===== src/rtl/uart_word_tx.sv =====
// rtl/uart_word_tx.sv - UART word transmitter: word FIFO feeding a byte-framed serial TX line
// Each word leaves as BYTES back-to-back 8N1/8N2 frames; one idle cycle separates words.
module uart_word_tx #(
    parameter int WORD_W       = 32,
    parameter int CLKS_PER_BIT = 16,
    parameter int STOP_BITS    = 1,
    parameter int MSB_FIRST    = 1,
    parameter int FIFO_DEPTH   = 4
) (
    input  logic                          clk,
    input  logic                          rst_n,
    input  logic [WORD_W-1:0]             word_data,
    input  logic                          word_valid,
    output logic                          word_ready,
    output logic                          uart_tx,
    output logic                          busy,
    output logic [$clog2(FIFO_DEPTH):0]   fifo_count,
    output logic [31:0]                   words_sent
);

    localparam int BYTES = WORD_W / 8;
    localparam int AW    = $clog2(FIFO_DEPTH);
    localparam int CW    = AW + 1;
    localparam int BW    = $clog2(CLKS_PER_BIT);
    localparam int IW    = (BYTES > 1) ? $clog2(BYTES) : 1;

    localparam logic [BW-1:0] BAUD_LAST  = BW'(CLKS_PER_BIT - 1);
    localparam logic [2:0]    STOP_LAST  = 3'(STOP_BITS - 1);
    localparam logic [IW-1:0] BYTE_LAST  = IW'(BYTES - 1);
    localparam logic [CW-1:0] FULL_COUNT = CW'(FIFO_DEPTH);

    typedef enum logic [1:0] {S_IDLE, S_START, S_DATA, S_STOP} state_t;

    state_t            state_q, state_d;
    logic [BW-1:0]     baud_q, baud_d;
    logic [2:0]        bit_q, bit_d;
    logic [IW-1:0]     byte_q, byte_d;
    logic [WORD_W-1:0] shift_q, shift_d;
    logic              tx_q, tx_d;
    logic [31:0]       sent_q, sent_d;

    logic [WORD_W-1:0] mem_q [FIFO_DEPTH];
    logic [WORD_W-1:0] mem_d [FIFO_DEPTH];
    logic [AW-1:0]     wr_ptr_q, wr_ptr_d, rd_ptr_q, rd_ptr_d;
    logic [CW-1:0]     count_q, count_d;

    logic              push, pop;
    logic [2:0]        bit_nxt;
    logic [7:0]        cur_byte;

    assign word_ready = (count_q != FULL_COUNT);
    assign busy       = (state_q != S_IDLE) | (count_q != '0);
    assign fifo_count = count_q;
    assign words_sent = sent_q;
    assign uart_tx    = tx_q;

    // READY is taken from the pre-pop count, so a push into a full FIFO is dropped even when popping
    always_comb begin
        push     = word_valid & word_ready;
        mem_d    = mem_q;
        if (push) begin
            mem_d[wr_ptr_q] = word_data;
        end
        wr_ptr_d = wr_ptr_q + AW'(push);
        rd_ptr_d = rd_ptr_q + AW'(pop);
        count_d  = count_q + CW'(push) - CW'(pop);
    end

    // The byte on the wire is always at one end of the shift word; advancing shifts the next one in
    always_comb begin
        state_d  = state_q;
        baud_d   = baud_q;
        bit_d    = bit_q;
        byte_d   = byte_q;
        shift_d  = shift_q;
        tx_d     = tx_q;
        sent_d   = sent_q;
        pop      = 1'b0;
        bit_nxt  = bit_q + 3'd1;
        cur_byte = (MSB_FIRST != 0) ? shift_q[WORD_W-1 -: 8] : shift_q[7:0];
        case (state_q)
            S_IDLE: begin
                tx_d = 1'b1;
                if (count_q != '0) begin
                    pop     = 1'b1;
                    shift_d = mem_q[rd_ptr_q];
                    byte_d  = '0;
                    baud_d  = '0;
                    bit_d   = '0;
                    tx_d    = 1'b0;
                    state_d = S_START;
                end
            end
            S_START: begin
                if (baud_q == BAUD_LAST) begin
                    baud_d  = '0;
                    bit_d   = '0;
                    tx_d    = cur_byte[0];
                    state_d = S_DATA;
                end else begin
                    baud_d = baud_q + 1'b1;
                end
            end
            S_DATA: begin
                if (baud_q == BAUD_LAST) begin
                    baud_d = '0;
                    if (bit_q == 3'd7) begin
                        bit_d   = '0;
                        tx_d    = 1'b1;
                        state_d = S_STOP;
                    end else begin
                        bit_d = bit_nxt;
                        tx_d  = cur_byte[bit_nxt];
                    end
                end else begin
                    baud_d = baud_q + 1'b1;
                end
            end
            S_STOP: begin
                if (baud_q == BAUD_LAST) begin
                    baud_d = '0;
                    if (bit_q == STOP_LAST) begin
                        bit_d = '0;
                        if (byte_q == BYTE_LAST) begin
                            sent_d  = sent_q + 32'd1;
                            tx_d    = 1'b1;
                            state_d = S_IDLE;
                        end else begin
                            byte_d  = byte_q + 1'b1;
                            shift_d = (MSB_FIRST != 0) ? (shift_q << 8) : (shift_q >> 8);
                            tx_d    = 1'b0;
                            state_d = S_START;
                        end
                    end else begin
                        bit_d = bit_nxt;
                    end
                end else begin
                    baud_d = baud_q + 1'b1;
                end
            end
            default: state_d = S_IDLE;
        endcase
    end

    always_ff @(posedge clk or negedge rst_n) begin
        if (!rst_n) begin
            state_q  <= S_IDLE;
            baud_q   <= '0;
            bit_q    <= '0;
            byte_q   <= '0;
            shift_q  <= '0;
            tx_q     <= 1'b1;
            sent_q   <= '0;
            wr_ptr_q <= '0;
            rd_ptr_q <= '0;
            count_q  <= '0;
        end else begin
            state_q  <= state_d;
            baud_q   <= baud_d;
            bit_q    <= bit_d;
            byte_q   <= byte_d;
            shift_q  <= shift_d;
            tx_q     <= tx_d;
            sent_q   <= sent_d;
            wr_ptr_q <= wr_ptr_d;
            rd_ptr_q <= rd_ptr_d;
            count_q  <= count_d;
        end
    end

    // Storage needs no reset: the pointers and count define what is valid
    always_ff @(posedge clk) begin
        mem_q <= mem_d;
    end

endmodule


===== config.mk =====
export PLATFORM = sky130hd
export DESIGN_NAME = uart_word_tx
export DESIGN_NICKNAME = d
export VERILOG_FILES = /design/src/rtl/uart_word_tx.sv
export SDC_FILE = /design/constraint.sdc
export NUM_CORES = 1
export LEC_CHECK = 0
export BUFFER_PORTS_ARGS = -buffer_cell sky130_fd_sc_hd__buf_4
export CAP_MARGIN = 0
export CORE_UTILIZATION = 33
export CTS_BUF_LIST = sky130_fd_sc_hd__clkbuf_8
export CTS_CLUSTER_DIAMETER = 40
export DETAILED_ROUTE_END_ITERATION = 10
export MAX_ROUTING_LAYER = met4
export PLACE_DENSITY = 0.51
export SLEW_MARGIN = 5
export SYNTH_ARGS = -nofsm -noshare
export SYNTH_HDL_FRONTEND = slang
export SYNTH_SLANG_ARGS = --single-unit
export TNS_END_PERCENT = 10

===== constraint.sdc =====
create_clock -name clk -period 5.6 [get_ports clk]
set_clock_uncertainty 0.15 [all_clocks]
set_input_delay 0.84 -clock clk [delete_from_list [all_inputs] [get_ports clk]]
set_output_delay 0.84 -clock clk [all_outputs]
set_load 0.005 [all_outputs]

==> results of run 1 <==
## flip-flops by register name (all words and copies together), names as in the netlist
| register | count |
|---|---|
| state_q | 2 |
| baud_q | 4 |
| fifo_count | 3 |
| uart_tx | 1 |
| bit_q | 3 |
| mem_q | 128 |
| rd_ptr_q | 2 |
| wr_ptr_q | 2 |
| byte_q | 2 |
| words_sent | 32 |
| shift_q | 32 |
## worst paths after layout
| kind | from | end | slack, ps | cells past startpoint |
|---|---|---|---|---|
| hold / removal | words_sent[31] | words_sent[31] | 320 | 1 |
| hold reg to reg | words_sent[31] | words_sent[31] | 320 | 1 |
| max in group asynchronous | rst_n | rd_ptr_q[1] | 4200 | 1 |
| setup / recovery | state_q[0] | busy | 2150 | 5 |
| min in group asynchronous | rst_n | rd_ptr_q[0] | 350 | 1 |
| setup reg to reg | state_q[0] | shift_q[10] | 2740 | 7 |
## synthesized netlist by cell type (3+ instances only)
master    number
edfxtp_1     128
dfrtp_1       82
nand2_1       82
mux4_2        33
a21oi_1       28
a41oi_1       24
inv_1         21
xnor2_1       18
xor2_1        18
nand3_1       15
ha_1          13
mux2i_1       13
clkbuf_1      11
and3_1        10
buf_2          9
nor2_1         8
nor3_1         8
and4_1         7
nor4_1         7
o21ai_0        7
buf_4          6
nand4_1        6
buf_6          3
nor3b_1        3
nor4_4         3
## routing by layer
metal | up-vias | track usage | routed length, um
li1 | 2458 | - | -
met1 | 2669 | 0.173 | 8170
met2 | 143 | 0.227 | 8860
met3 | 44 | 0.0319 | 877
met4 | 0 | 0.0594 | 654
met5 | - | - | 0
## cell type report
type	count	area, um2
clock buffer	40	551
clock inverter	30	191
fill	2529	16200
inverter	23	88.8
multi-input combinational	335	2840
sequential	211	5920
tap	341	427
timing repair buffer	80	601
## where the power goes
| part | switching [W] | internal (W) | total, W |
|---|---|---|---|
| Clock | 0.000632 | 0.000761 | 0.00139 |
| Combinational | 0.000227 | 0.000142 | 0.000369 |
| Sequential | 0.0000717 | 0.00188 | 0.00196 |
| Total | 0.000930 | 0.00279 | 0.00372 |
## through the flow
stage,instances,util,hold slack [ps]
floorplan,598,-,310
global placement,990,0.368,309
detailed placement,990,0.368,317
CTS,1060,0.395,307
global route,1060,0.395,321
finish,1060,0.395,318
## kinds of logic (layout without fill, tap and decap cells)
family                   Yosys count  count (layout)  synth area share
AO/OA/AOI/OAI                     73              73            0.0586
XOR/XNOR                          36              36            0.0350
AND/OR/NAND/NOR                  163             163            0.0991
buffers and inverters             52             173            0.0282
adder cells (fa/ha/maj)           14              14            0.0203
multiplexers                      49              49             0.101
flip-flops                       211             211             0.658
==> reports/results.txt, run 1 <==
status: complete, no violations
slowest CP cell: nor4b_4
Worst Setup End Kind: output pin
Placer Congestion: 0.808
Largest stage delay, worst path: 520 ps
post-CTS setup buffers: 0
mapped cell area: 0.00900 mm2
I/O Pins: 73
layout cells sized above 1: 0.259
synthesized area per cell: 15.1 um2
CP Launch Type: flip-flop
nets@finish: 739
arrival time of the worst setup path: 2460 ps
Die W: 167 um
Power Dens Cells: 350 mW/mm2
required time worst endpoint: 4610 ps
via density per instance: 5.01
pre-CTS setup slack: 2710 ps
commonest non-fill, non-tap cells in the layout: edfxtp_1 (128), nand2_1 (82), dfrtp_1 (80), buf_4 (80), clkbuf_8 (40)
Hold Buf Count CTS: 0
WL final: 18600 um
final setup vio count: 0
drt drc: 0
Fin Setup TNS: 0 ps
peak supply drop: 265 uV
Fmax: 290 MHz
Detail Route Antenna Nets: 0
GRT overflow: 0
clock slew at reported path FFs: 60 ps
area leader, netlist: edfxtp_1
overall global routing resource usage: 0.142
Post-synth EDFFs: 128
Seq/Total Area, Yosys: 0.658
overall power: 0.00372 W
Slew headroom: 0.262
fin crit share: 0.616
Clock Latency Late Sink: 540 ps
Mapped Nets: 647
CTS Sinks: 211
Placed Area: 0.00988 mm2
CTS tree: built
ys async rst share: 0.393
post-synth cell types: 58
worst setup slack after layout: 2150 ps
Area Overhead vs Synth: 18.0%
Vert. Die Dim: 167 um
antenna violations before repair: 0
Max Cap Viol: 0
ANT cells: 0
clk buf depth: 3
crit-path cells: inv_1, ha_1, nor4b_4, inv_4, buf_4
DR iter-0 viols: 391
Core ar.: 0.0269 mm2
worst-path fanout max: 51
most area-consuming cells after synthesis: edfxtp_1 (43%), dfrtp_1 (23%), mux4_2 (8.3%)
worst path bufs/invs: 3
largest net degree at the start of global routing: 84
drt wl/cell: 17.5 um
Leakage: 4.33 nW
Root Buffer: clkbuf_8
commonest non-fill, non-tap cell in the layout: edfxtp_1
Ys Warns: 0
first-pass GRT wire length: 30000 um
crit-path leading delay family: buffers and inverters
DR pass1 iterations: 4
vias in the first global route: 5540
clock period minus worst slack: 3450 ps
num rows: 60
Buffers on Ports: 72
Most used DFF post-synth: edfxtp_1
dpl hpwl: 11500 um
Synth top area share: 0.427
worst-margin pin slew: 1110 ps
Die ar.: 0.0280 mm2
critical path class: reg2out
Mapped Cells: 598
Post-CTS Resized: 0
vias post-DR: 5314
Initial Utilization: 0.335
Design Area, Final: 0.0106 mm2
RSZ-0062 raised after global routing: false
H-Tree Depth: 2
fin. max-slew vios: 0
worst hold path type: reg2reg
CTS Buf Count: 39
final hold vios: 0
Yosys reg bits: 211
(Power assumes the default switching activity.)
==> run 2: changes to the inputs <==
- clock period: 5.6 -> 3.48 ns (I/O delays scaled with it)
==> reports/results.txt, run 2 (same netlist as run 1, synthesis figures left out) <==
status: complete, no violations
worst-margin pin slew: 1090 ps
Hold Startpoint: word_data[5]
WL final: 19100 um
Post-CTS Resized: 0
final hold vios: 0
pre-CTS setup slack: 920 ps
layout cells sized above 1: 0.256
worst-path fanout max: 51
commonest non-fill, non-tap cells in the layout: edfxtp_1 (128), nand2_1 (82), dfrtp_1 (81)
GR Util met3: 0.0305
nets@finish: 750
antenna violations before repair: 0
required time worst endpoint: 2810 ps
Fmax: 319 MHz
Worst Setup End Kind: output pin
clock period minus worst slack: 3130 ps
vias post-DR: 5403
CP Launch Type: flip-flop
CTS Buf Count: 39
largest net degree at the start of global routing: 84
Root Buffer: clkbuf_8
commonest non-fill, non-tap cell in the layout: edfxtp_1
arrival time of the worst setup path: 2460 ps
Clock Latency Late Sink: 550 ps
DR pass1 iterations: 4
vias in the first global route: 5561
Power Dens Cells: 548 mW/mm2
RSZ-0062 raised after global routing: false
Most Crowded Layer GR: met2
H-Tree Depth: 2
Slew headroom: 0.276
clock slew at reported path FFs: 50 ps
Initial Utilization: 0.335
dpl hpwl: 11700 um
hold path depth: 1
overall power: 0.00587 W
Leakage: 4.37 nW
clk buf depth: 3
M1 GR Usage: 0.180
ANT cells: 0
Max Cap Viol: 0
peak supply drop: 403 uV
first-pass GRT wire length: 30600 um
placed cells: 991
critical path class: reg2out
fin crit share: 0.899
worst hold path type: in2reg
Reg2Reg Depth: 7
Detail Route Antenna Nets: 0
max FFs per register: 128
GRT overflow: 0
CTS Sinks: 211
Core ar.: 0.0269 mm2
Area Overhead vs Synth: 18.9%
final setup vio count: 0
Placed Area: 0.00990 mm2
Hold Path Sink: mem_q[5]
Reg2Reg Capture Point: state_q[1]
Fin Setup TNS: 0 ps
Vert. Die Dim: 167 um
met2 Resource Use GR: 0.234
num rows: 60
Die W: 167 um
drt wl/cell: 17.8 um
overall global routing resource usage: 0.145
r2r setup slk: 930 ps
Non-Filler Instances: 1071
fin. max-slew vios: 0
Buffers on Ports: 72
worst setup slack after layout: 350 ps
via density per instance: 5.04
CTS tree: built
I/O Pins: 73
Design Area, Final: 0.0107 mm2
Placer Congestion: 0.775
DR iter-0 viols: 361
drt drc: 0
Biggest register: mem_q
R2R Path Start: state_q[0]
Die ar.: 0.0280 mm2
run 2: metal layers:
layer	up-vias	part of all wire
met5	-	0
met4	0	0.026
met3	42	0.048
met2	134	0.49
met1	2740	0.44
li1	2487	-
run 2: repair_timing:
item                      in CTS  in global routing
hold endpoints to repair       3                 29
setup buffers                  0                  0
hold buffers                   1                  9
run 2: critical path, cell delays in order (launching register included):
cell,delay [ps]
dfrtp_1,430
inv_1,130
ha_1,250
nor4b_4,510
inv_4,340
buf_4,250
run 2: stage by stage:
stage | util | hold slack, ps
2_1_floorplan | - | 76.4
3_3_place_gp | 0.368 | 313
3_5_place_dp | 0.368 | 315
4_1_cts | 0.395 | 2.83
5_1_grt | 0.398 | 0.558
6_report | 0.398 | 25.0
run 2: worst max-delay path by stage:
stage / slack, ps / to / start
final: 350 / busy / state_q[0]
after global routing: 140 / busy / state_q[0]
after CTS: 370 / busy / state_q[0]
after detailed placement: 920 / busy / state_q[0]
after global placement: 980 / busy / state_q[0]
after floorplan: -340 / mem_q[64] / fifo_count[1]
run 2: final cells by class:
class / count / area (um2)
Fill cell: 2506 / 16200
Sequential cell: 211 / 5920
Multi-Input combinational cell: 335 / 2840
Timing Repair Buffer: 91 / 721
Clock buffer: 40 / 551
Tap cell: 341 / 427
Clock inverter: 30 / 149
Inverter: 23 / 88.8
run 2: power by group:
part	internal, W	total [W]	switching (W)
clock network	0.00108	0.00213	0.00104
registers	0.00303	0.00315	0.000119
logic	0.000235	0.000590	0.000356
==> run 3: changes to the inputs <==
--- a/constraint.sdc
+++ b/constraint.sdc
@@ -3,3 +3,3 @@
 set_input_delay 0.522 -clock clk [delete_from_list [all_inputs] [get_ports clk]]
 set_output_delay 0.522 -clock clk [all_outputs]
-set_load 0.005 [all_outputs]
+set_load 0.01 [all_outputs]
==> reports/results.txt, run 3 (same netlist as run 1, synthesis figures left out) <==
status: complete, no violations
via density per instance: 5.06
commonest non-fill, non-tap cells in the layout: edfxtp_1 (128), nand2_1 (82), buf_4 (82)
dpl hpwl: 11800 um
Vert. Die Dim: 167 um
Core ar.: 0.0269 mm2
DR iter-0 viols: 473
Root Buffer: clkbuf_8
CTS Buf Count: 40
Worst setup endpoint: busy
RSZ-0062 raised after global routing: false
Leakage: 4.38 nW
Hold Buf Count CTS: 3
worst hold path type: in2reg
WL final: 18900 um
fin. max-slew vios: 0
clock slew at reported path FFs: 60 ps
vias in the first global route: 5595
Slew headroom: 0.528
first-pass GRT wire length: 30600 um
drt wl/cell: 17.7 um
Max Cap Viol: 0
pre-CTS setup slack: 906 ps
num rows: 60
clk buf depth: 3
WHS: 33.0 ps
Clock Latency Late Sink: 530 ps
nets@finish: 746
max FFs per register: 128
H-Tree Depth: 2
worst-path fanout max: 51
Placed Area: 0.00992 mm2
Die W: 167 um
Reg2Reg Depth: 7
Placer Congestion: 0.787
Initial Utilization: 0.335
antenna violations before repair: 0
Die ar.: 0.0280 mm2
Power Dens Cells: 563 mW/mm2
DR pass1 iterations: 5
CP Launch Point: state_q[0]
worst setup slack after layout: 353 ps
Non-Filler Instances: 1068
I/O Pins: 73
worst-margin pin slew: 707 ps
GRT overflow: 0
Core Util, Final: 0.398
placed cells: 993
post-CTS setup buffers: 0
Buffers on Ports: 72
layout cells sized above 1: 0.260
fin crit share: 0.899
Detail Route Antenna Nets: 0
CTS Sinks: 211
r2r setup slk: 930 ps
Reg2Reg Capture Point: state_q[1]
ANT cells: 0
Fmax: 320 MHz
Post-CTS Resized: 0
required time worst endpoint: 2810 ps
critical path class: reg2out
drt drc: 0
Design Area, Final: 0.0107 mm2
commonest non-fill, non-tap cell in the layout: edfxtp_1
final hold vios: 0
Worst Setup End Kind: output pin
Biggest register: mem_q
R2R Path Start: state_q[0]
clock period minus worst slack: 3130 ps
overall global routing resource usage: 0.144
CP Launch Type: flip-flop
final setup vio count: 0
largest net degree at the start of global routing: 53
CTS tree: built
peak supply drop: 316 uV
vias post-DR: 5409
Area Overhead vs Synth: 18.9%
arrival time of the worst setup path: 2460 ps
==> run 3: area by class of cell <==
| class | instances | area (um2) |
|---|---|---|
| clock buffer | 42 | 578 |
| clock inverter | 30 | 183 |
| fill | 2515 | 16200 |
| inverter | 23 | 88.8 |
| multi-input combinational | 335 | 2840 |
| sequential | 211 | 5920 |
| tap | 341 | 427 |
| timing repair buffer | 86 | 666 |
==> run 3: worst min-delay path by stage <==
stage,slack (ps),cells past startpoint,from,end
global placement,310,1,words_sent[31],words_sent[31]
CTS,0.03,1,word_data[23],mem_q[55]
detailed placement,320,1,words_sent[31],words_sent[31]
finish,30,1,word_data[19],mem_q[19]
global route,10,1,word_data[3],mem_q[67]
floorplan,80,0,rst_n,baud_q[0]
==> run 3: metrics by stage <==
step / TNS (ps) / power (W)
2_1_floorplan: -33370 / 0.00351
3_3_place_gp: 0 / 0.00379
3_5_place_dp: 0 / 0.00382
4_1_cts: 0 / 0.00615
5_1_grt: 0 / 0.00631
6_report: 0 / 0.00603
==> run 3: power breakdown <==
part	internal, W	total [W]	leakage [nW]	switching, W
sequential	0.00303	0.00315	2.23	0.000117
combinational	0.000231	0.000595	1.72	0.000364
clock	0.00127	0.00228	0.432	0.00101
total	0.00453	0.00603	4.38	0.00150
==> run 3: layer usage <==
layer  up-vias  wire length (um)  GRT usage
met4         0               573     0.0558
li1       2475                 -          -
met1      2736              8250      0.179
met5         -                 0          -
met2       151              9150      0.230
met3        47               907     0.0312
==> run 3: critical path, cell delays in order, from the launching register on <==
cell	delay [ps]
dfrtp_1	430
inv_1	130
ha_1	240
nor4b_4	510
inv_4	340
buf_4	250
